**config.mk**
```make
export PLATFORM = sky130hd
export DESIGN_NAME = uart_rx_parity_unit_flat
export DESIGN_NICKNAME = d
export VERILOG_FILES = /design/src/rtl/uart_pkg.sv /design/src/rtl/uart_rx_parity_unit_if.sv /design/src/rtl/uart_err_counter.sv /design/src/rtl/uart_rx_parity_unit.sv /design/src/flat_wrapper.sv
export SDC_FILE = /design/constraint.sdc
export NUM_CORES = 1
export LEC_CHECK = 0
export ABC_AREA = 1
export CAP_MARGIN = 10
export CORE_MARGIN = 2
export CORE_UTILIZATION = 52
export DETAILED_ROUTE_END_ITERATION = 16
export HOLD_SLACK_MARGIN = 0.12
export PLACE_DENSITY = 0.94
export SYNTH_ARGS = -nofsm -noshare
export SYNTH_HDL_FRONTEND = slang
export SYNTH_SLANG_ARGS = --single-unit
```
**constraint.sdc**
```tcl
create_clock -name CLK -period 4.5 [get_ports CLK]
set_input_delay 0.675 -clock CLK [delete_from_list [all_inputs] [get_ports CLK]]
set_output_delay 0.675 -clock CLK [all_outputs]
set_load 0.02 [all_outputs]
```
**src/rtl/uart_pkg.sv**
```systemverilog
// Shared definitions for the UART receive parity path: parity type and
// engine state encodings, minimum data length, and expected-parity helper.
package uart_pkg;

  typedef enum logic [1:0] {
    PAR_EVEN  = 2'b00,
    PAR_ODD   = 2'b01,
    PAR_MARK  = 2'b10,
    PAR_SPACE = 2'b11
  } par_typ_e;

  typedef enum logic [1:0] {
    ST_IDLE   = 2'b00,
    ST_DATA   = 2'b01,
    ST_PARITY = 2'b10
  } state_e;

  localparam int MIN_DATA_LEN = 5;

  // Expected parity bit given the XOR of all data bits.
  function automatic logic exp_parity(input logic acc, input par_typ_e typ);
    case (typ)
      PAR_EVEN: return acc;
      PAR_ODD:  return ~acc;
      PAR_MARK: return 1'b1;
      default:  return 1'b0;
    endcase
  endfunction

endpackage

```
**src/rtl/uart_rx_parity_unit_if.sv**
```systemverilog
// Bus between the RX sampler/control FSM (master) and the parity engine (slave).
// Handshake: frame_start and bit_valid are single-cycle strobes with no back-pressure;
// par_done is a single-cycle result strobe qualifying par_err/par_calc.
interface uart_rx_parity_unit_if #(
  parameter int DATA_W = 8,
  parameter int CNT_W  = 8
);
  localparam int LEN_W = $clog2(DATA_W + 1);

  logic             frame_start;
  logic             bit_valid;
  logic             sampled_bit;
  logic             par_en;
  logic [1:0]       par_typ;
  logic [LEN_W-1:0] data_len;
  logic             clr_cnt;
  logic             par_calc;
  logic             par_done;
  logic             par_err;
  logic [CNT_W-1:0] err_cnt;

  modport master (
    output frame_start, bit_valid, sampled_bit, par_en, par_typ, data_len, clr_cnt,
    input  par_calc, par_done, par_err, err_cnt
  );

  modport slave (
    input  frame_start, bit_valid, sampled_bit, par_en, par_typ, data_len, clr_cnt,
    output par_calc, par_done, par_err, err_cnt
  );
endinterface

```
**src/rtl/uart_err_counter.sv**
```systemverilog
// Saturating event counter with synchronous clear; clear wins over increment.
module uart_err_counter #(
  parameter int CNT_W = 8
) (
  input  logic             clk_i,
  input  logic             rst_ni,
  input  logic             clr_i,
  input  logic             inc_i,
  output logic [CNT_W-1:0] cnt_o
);
  logic [CNT_W-1:0] cnt_q;

  always_ff @(posedge clk_i or negedge rst_ni) begin
    if (!rst_ni) begin
      cnt_q <= '0;
    end else if (clr_i) begin
      cnt_q <= '0;
    end else if (inc_i && (cnt_q != {CNT_W{1'b1}})) begin
      cnt_q <= cnt_q + CNT_W'(1);
    end
  end

  assign cnt_o = cnt_q;
endmodule

```
**src/rtl/uart_rx_parity_unit.sv**
```systemverilog
// UART RX parity engine: accumulates data-bit parity and checks the parity bit.
// Optional saturating error counter is built when PARITY_ERR_CNT_EN is defined.
module uart_rx_parity_unit
  import uart_pkg::*;
#(
  parameter int DATA_W = 8,
  parameter int CNT_W  = 8
) (
  input  logic                  CLK,
  input  logic                  RST,
  uart_rx_parity_unit_if.slave  bus,
  output state_e                state_o
);
  localparam int LEN_W = $clog2(DATA_W + 1);

  state_e           state_q;
  logic             acc_q;
  logic [LEN_W-1:0] cnt_q;
  logic [LEN_W-1:0] len_q;
  logic             par_en_q;
  par_typ_e         typ_q;
  logic             par_calc_q;
  logic             done_q;
  logic             err_q;

  logic             acc_d;
  logic             last_bit;
  logic [LEN_W-1:0] len_clamp;

  assign acc_d    = acc_q ^ bus.sampled_bit;
  assign last_bit = (cnt_q == (len_q - LEN_W'(1)));

  always_comb begin
    len_clamp = bus.data_len;
    if (bus.data_len < LEN_W'(MIN_DATA_LEN)) begin
      len_clamp = LEN_W'(MIN_DATA_LEN);
    end else if (bus.data_len > LEN_W'(DATA_W)) begin
      len_clamp = LEN_W'(DATA_W);
    end
  end

  // frame_start restarts the engine from any state and masks a coincident bit_valid.
  always_ff @(posedge CLK or negedge RST) begin
    if (!RST) begin
      state_q    <= ST_IDLE;
      acc_q      <= 1'b0;
      cnt_q      <= '0;
      len_q      <= LEN_W'(MIN_DATA_LEN);
      par_en_q   <= 1'b0;
      typ_q      <= PAR_EVEN;
      par_calc_q <= 1'b0;
      done_q     <= 1'b0;
      err_q      <= 1'b0;
    end else begin
      done_q <= 1'b0;
      if (bus.frame_start) begin
        state_q  <= ST_DATA;
        acc_q    <= 1'b0;
        cnt_q    <= '0;
        err_q    <= 1'b0;
        par_en_q <= bus.par_en;
        typ_q    <= par_typ_e'(bus.par_typ);
        len_q    <= len_clamp;
      end else begin
        case (state_q)
          ST_DATA: begin
            if (bus.bit_valid) begin
              acc_q <= acc_d;
              cnt_q <= cnt_q + LEN_W'(1);
              if (last_bit) begin
                par_calc_q <= exp_parity(acc_d, typ_q);
                if (par_en_q) begin
                  state_q <= ST_PARITY;
                end else begin
                  state_q <= ST_IDLE;
                  done_q  <= 1'b1;
                  err_q   <= 1'b0;
                end
              end
            end
          end
          ST_PARITY: begin
            if (bus.bit_valid) begin
              err_q   <= (bus.sampled_bit != par_calc_q);
              done_q  <= 1'b1;
              state_q <= ST_IDLE;
            end
          end
          ST_IDLE: ;
          default: state_q <= ST_IDLE;
        endcase
      end
    end
  end

  assign bus.par_calc = par_calc_q;
  assign bus.par_done = done_q;
  assign bus.par_err  = err_q;
  assign state_o      = state_q;

`ifdef PARITY_ERR_CNT_EN
  uart_err_counter #(.CNT_W(CNT_W)) u_err_counter (
    .clk_i  (CLK),
    .rst_ni (RST),
    .clr_i  (bus.clr_cnt),
    .inc_i  (done_q & err_q),
    .cnt_o  (bus.err_cnt)
  );
`else
  logic unused_clr_cnt;
  assign unused_clr_cnt = bus.clr_cnt;
  assign bus.err_cnt    = '0;
`endif
endmodule

```
**src/flat_wrapper.sv**
```systemverilog
// flat-port wrapper written by rule: the top's interface ports become plain ports
module uart_rx_parity_unit_flat import uart_pkg::*;
#(
  parameter int DATA_W = 8,
  parameter int CNT_W  = 8
)
  (CLK, RST, state_o, bus_frame_start, bus_bit_valid, bus_sampled_bit, bus_par_en, bus_par_typ, bus_data_len, bus_clr_cnt, bus_par_calc, bus_par_done, bus_par_err, bus_err_cnt);
  uart_rx_parity_unit_if #(.DATA_W(DATA_W), .CNT_W(CNT_W)) bus_i ();
  input  logic CLK;
  input  logic RST;
  output state_e state_o;
  input wire logic [$bits(bus_i.frame_start)-1:0] bus_frame_start;
  input wire logic [$bits(bus_i.bit_valid)-1:0] bus_bit_valid;
  input wire logic [$bits(bus_i.sampled_bit)-1:0] bus_sampled_bit;
  input wire logic [$bits(bus_i.par_en)-1:0] bus_par_en;
  input wire logic [$bits(bus_i.par_typ)-1:0] bus_par_typ;
  input wire logic [$bits(bus_i.data_len)-1:0] bus_data_len;
  input wire logic [$bits(bus_i.clr_cnt)-1:0] bus_clr_cnt;
  output wire logic [$bits(bus_i.par_calc)-1:0] bus_par_calc;
  output wire logic [$bits(bus_i.par_done)-1:0] bus_par_done;
  output wire logic [$bits(bus_i.par_err)-1:0] bus_par_err;
  output wire logic [$bits(bus_i.err_cnt)-1:0] bus_err_cnt;
  assign bus_i.frame_start = bus_frame_start;
  assign bus_i.bit_valid = bus_bit_valid;
  assign bus_i.sampled_bit = bus_sampled_bit;
  assign bus_i.par_en = bus_par_en;
  assign bus_i.par_typ = bus_par_typ;
  assign bus_i.data_len = bus_data_len;
  assign bus_i.clr_cnt = bus_clr_cnt;
  assign bus_par_calc = bus_i.par_calc;
  assign bus_par_done = bus_i.par_done;
  assign bus_par_err = bus_i.par_err;
  assign bus_err_cnt = bus_i.err_cnt;
  uart_rx_parity_unit #(.DATA_W(DATA_W), .CNT_W(CNT_W)) u_core (.CLK(CLK), .RST(RST), .bus(bus_i), .state_o(state_o));
endmodule
```
==> out/metrics.yaml <==
die:
  num_rows: 16
  dieHeight_um: 49.5
  ioPinCount: 26
  initial_core_util_pct: 54.8
  core_area_um2: 1960
  die_w_um: 49.5
  dieArea_um2: 2450
critical_path:
  cp_common_cell: "nand2_1"
  critPathBufInv: 3
  slowest_delay_ns: 0.72
  cp_top_family: "buffers and inverters"
  slowest_stage: "clkdlybuf4s50_1"
  worst_setup_path_end_kind: "flop"
  cp.arrival_ns: 2.24
  path_class: "in -> reg"
  crit_chain: "clkdlybuf4s50_1 > inv_2 > nand2_2 > inv_2 > nor2_4 > nor2_2 > nor3_4 > nand2_1 > nand2_1 > nand2_1"
  worstPathMaxFanout: 11
  worstPathRequired_ns: 4.72
  startpoint_type: "input port"
timing:
  worst_pin_slew_ns: 0.764
  max_slew_margin_pct: 48.9
  finalClockSkew_ns: 0.0110
  drv_slew: 0
  setup_tns_ns: 0
  rsz0062_at_grt: "no"
  finalCriticalPeriod_ns: 2.03
  setup-violations-final: 0
  period_share_pct: 45.1
  max_freq_mhz: 493
  hold_viol_final: 0
grt:
  grtUsageTotal_pct: 19.9
  grt_pass1_wl_mm: 3.71
  grt_max_degree: 18
  antenna_found_initial: 0
  grt-ovfl-total: 0
  grt_pass1_vias: 853
outcome:
  outcome: "finished clean"
drt:
  ant_nets: 0
  vias_per_cell: 5.06
  drt-pass1-iter-count: 4
  wirelength_mm: 2.10
  via_count: 916
  post_drt_wl_per_cell_um: 11.6
  drc: 0
  drtIter0Drc: 30
synth:
  avgSynthCellArea_um2: 7.91
  yosys.area_share.adder_pct: 5.81
  synthMuxAreaShare_pct: 0
  synth_compound_area_share_pct: 10.1
  ys_types: 25
  yosysWarnings: 0
  synth-seq-area-share_pct: 39.8
  synthSimpleGateAreaFrac_pct: 26.2
  netlist_area_um2: 1080
  ys_ff_latch: 17
  synth_cells: 136
  synth-xor-area-share_pct: 2.44
  synth_top_family_by_area: "simple AND/OR/NAND/NOR gates"
clocking:
  clk_latency_ns: 0.31
  clk_pin_slew_worst_paths_ns: 0.11
  cts_tree: "built"
  htree_levels: 1
  cts.path.max_buffers: 2
  cts_buffers: 3
  hold_buffers: 0
  postCtsSetupBuffers: 0
  clkSinkCount: 17
  cts-root-buf: "clkbuf_4"
  post_cts_resized: 0
min_path:
  hold_class: "reg -> reg"
layout:
  final_area_um2: 1250
  num_antenna_cells: 0
  postLayoutCoreUtil_pct: 63.8
  fin_nets: 173
  drive_gt1_share_pct: 18.8
  syn_to_final_growth_pct: 16.4
pwr:
  p_leak_uw: 0.000619
  p_per_area_nw_per_um2: 353
  peakVddDrop_uv: 252
place:
  post-dp-hpwl_mm: 1.58
  gp_congestion: 0.809
  io_buffers: 16
  dpl_cell_area_um2: 1220
job:
  drv_cap: 0
cells by family (layout without fill, tap and decap cells):
| kind of cell | Yosys count | after routing |
|---|---|---|
| buf+inv | 34 | 45 |
| flops | 17 | 17 |
| other cells | 1 | 8 |
| simple gates | 56 | 56 |
| xor+xnor | 3 | 3 |
| compound gates | 20 | 20 |
| fa+ha+maj | 5 | 5 |
flip-flops by register name (all words and copies together), names as in the netlist:
signal and flops:
u_core.acc_q 1, u_core.bus.par_calc 1, u_core.bus.par_done 1, u_core.bus.par_err 1, u_core.cnt_q 4, u_core.len_q 4
u_core.par_en_q 1, u_core.state_o 2, u_core.typ_q 2
cells in the final DEF, fill, tap and decap left out, types with 6 or more instances in the layout:
cell              n
conb_1            8
inv_1            18
nand3_1           8
nand2_2           8
clkdlybuf4s50_1  16
inv_2             6
dfrtp_1          15
nand2_1          26
a21oi_1           6
o21ai_0           8
synth_stat cells:
cell type	instances	area share (%)
nand2_1	26	9.1
inv_1	18	6.3
dfrtp_1	15	35
buf_4	8	5.6
nand2_2	8	4.7
nand3_1	8	3.7
o21ai_0	8	3.7
a21oi_1	6	2.8
inv_2	6	2.1
ha_1	5	5.8
nor2_1	5	1.7
nor2_2	4	2.3
o21ai_1	3	1.4
dfstp_2	2	4.9
nand4_1	2	1.2
o21ai_2	2	1.6
xor2_1	2	1.6
buf_6	1	1.0
clkinv_1	1	0.35
conb_1	1	0.35
nor2_4	1	1.0
nor3_2	1	0.93
nor3_4	1	1.5
o22ai_1	1	0.58
xnor2_1	1	0.81
final timing paths:
kind | from | endpoint | slack, ns | depth (start not counted)
hold / removal | u_core.bus.par_err | u_core.bus.par_err | 0.50 | 2
max in group asynchronous | RST | u_core.len_q[1] | 3.21 | 1
setup reg to reg | u_core.len_q[0] | u_core.state_o[0] | 2.65 | 12
min in group asynchronous | RST | u_core.acc_q | 0.80 | 1
hold reg to reg | u_core.bus.par_err | u_core.bus.par_err | 0.50 | 2
setup / recovery | bus_frame_start | u_core.bus.par_err | 2.47 | 10
area by class of cell:
| class | count | area [µm²] |
|---|---|---|
| well taps | 27 | 33.8 |
| multi-input cells | 92 | 509 |
| fillers | 181 | 709 |
| inverters | 25 | 93.8 |
| repair buffers | 16 | 160 |
| clock inverters | 1 | 5.00 |
| clock buffers | 3 | 22.5 |
| flip-flops and latches | 17 | 428 |
power by group:
part / switching, µW / total, µW / internal [µW]
Sequential: 17.6 / 193 / 175
Combinational: 97.4 / 162 / 64.1
Clock: 54.8 / 88.1 / 33.3
Total: 170 / 442 / 273
through the flow:
step | setup slack, ns | power [µW] | hold slack, ns | std cells
after floorplan | 2.85 | 310 | 0.379 | 143
final | 2.47 | 442 | 0.497 | 181
after CTS | 2.45 | 441 | 0.496 | 181
after global placement | 2.20 | 347 | 0.458 | 177
after global routing | 2.31 | 468 | 0.518 | 181
after detailed placement | 2.12 | 355 | 0.469 | 177
worst reg2reg max path: stages (launching register included):
cell      delay (ns)
dfstp_2         0.55
inv_1           0.07
ha_1            0.30
nand2_1         0.08
clkinv_1        0.05
nor2_1          0.09
nand2_1         0.08
nor2_2          0.14
nand2_2         0.09
nand2_2         0.11
nand2_2         0.06
nand2_1         0.06
nand2_1         0.06
per-layer routing:
metal	wire length [µm]	up-vias	track usage [%]
met4	52	0	9.72
li1	-	447	-
met2	1050	31	34.7
met1	899	429	24.5
met5	0	-	0
met3	100	9	2.12
Note: power is estimated with default switching activity, not from simulation.
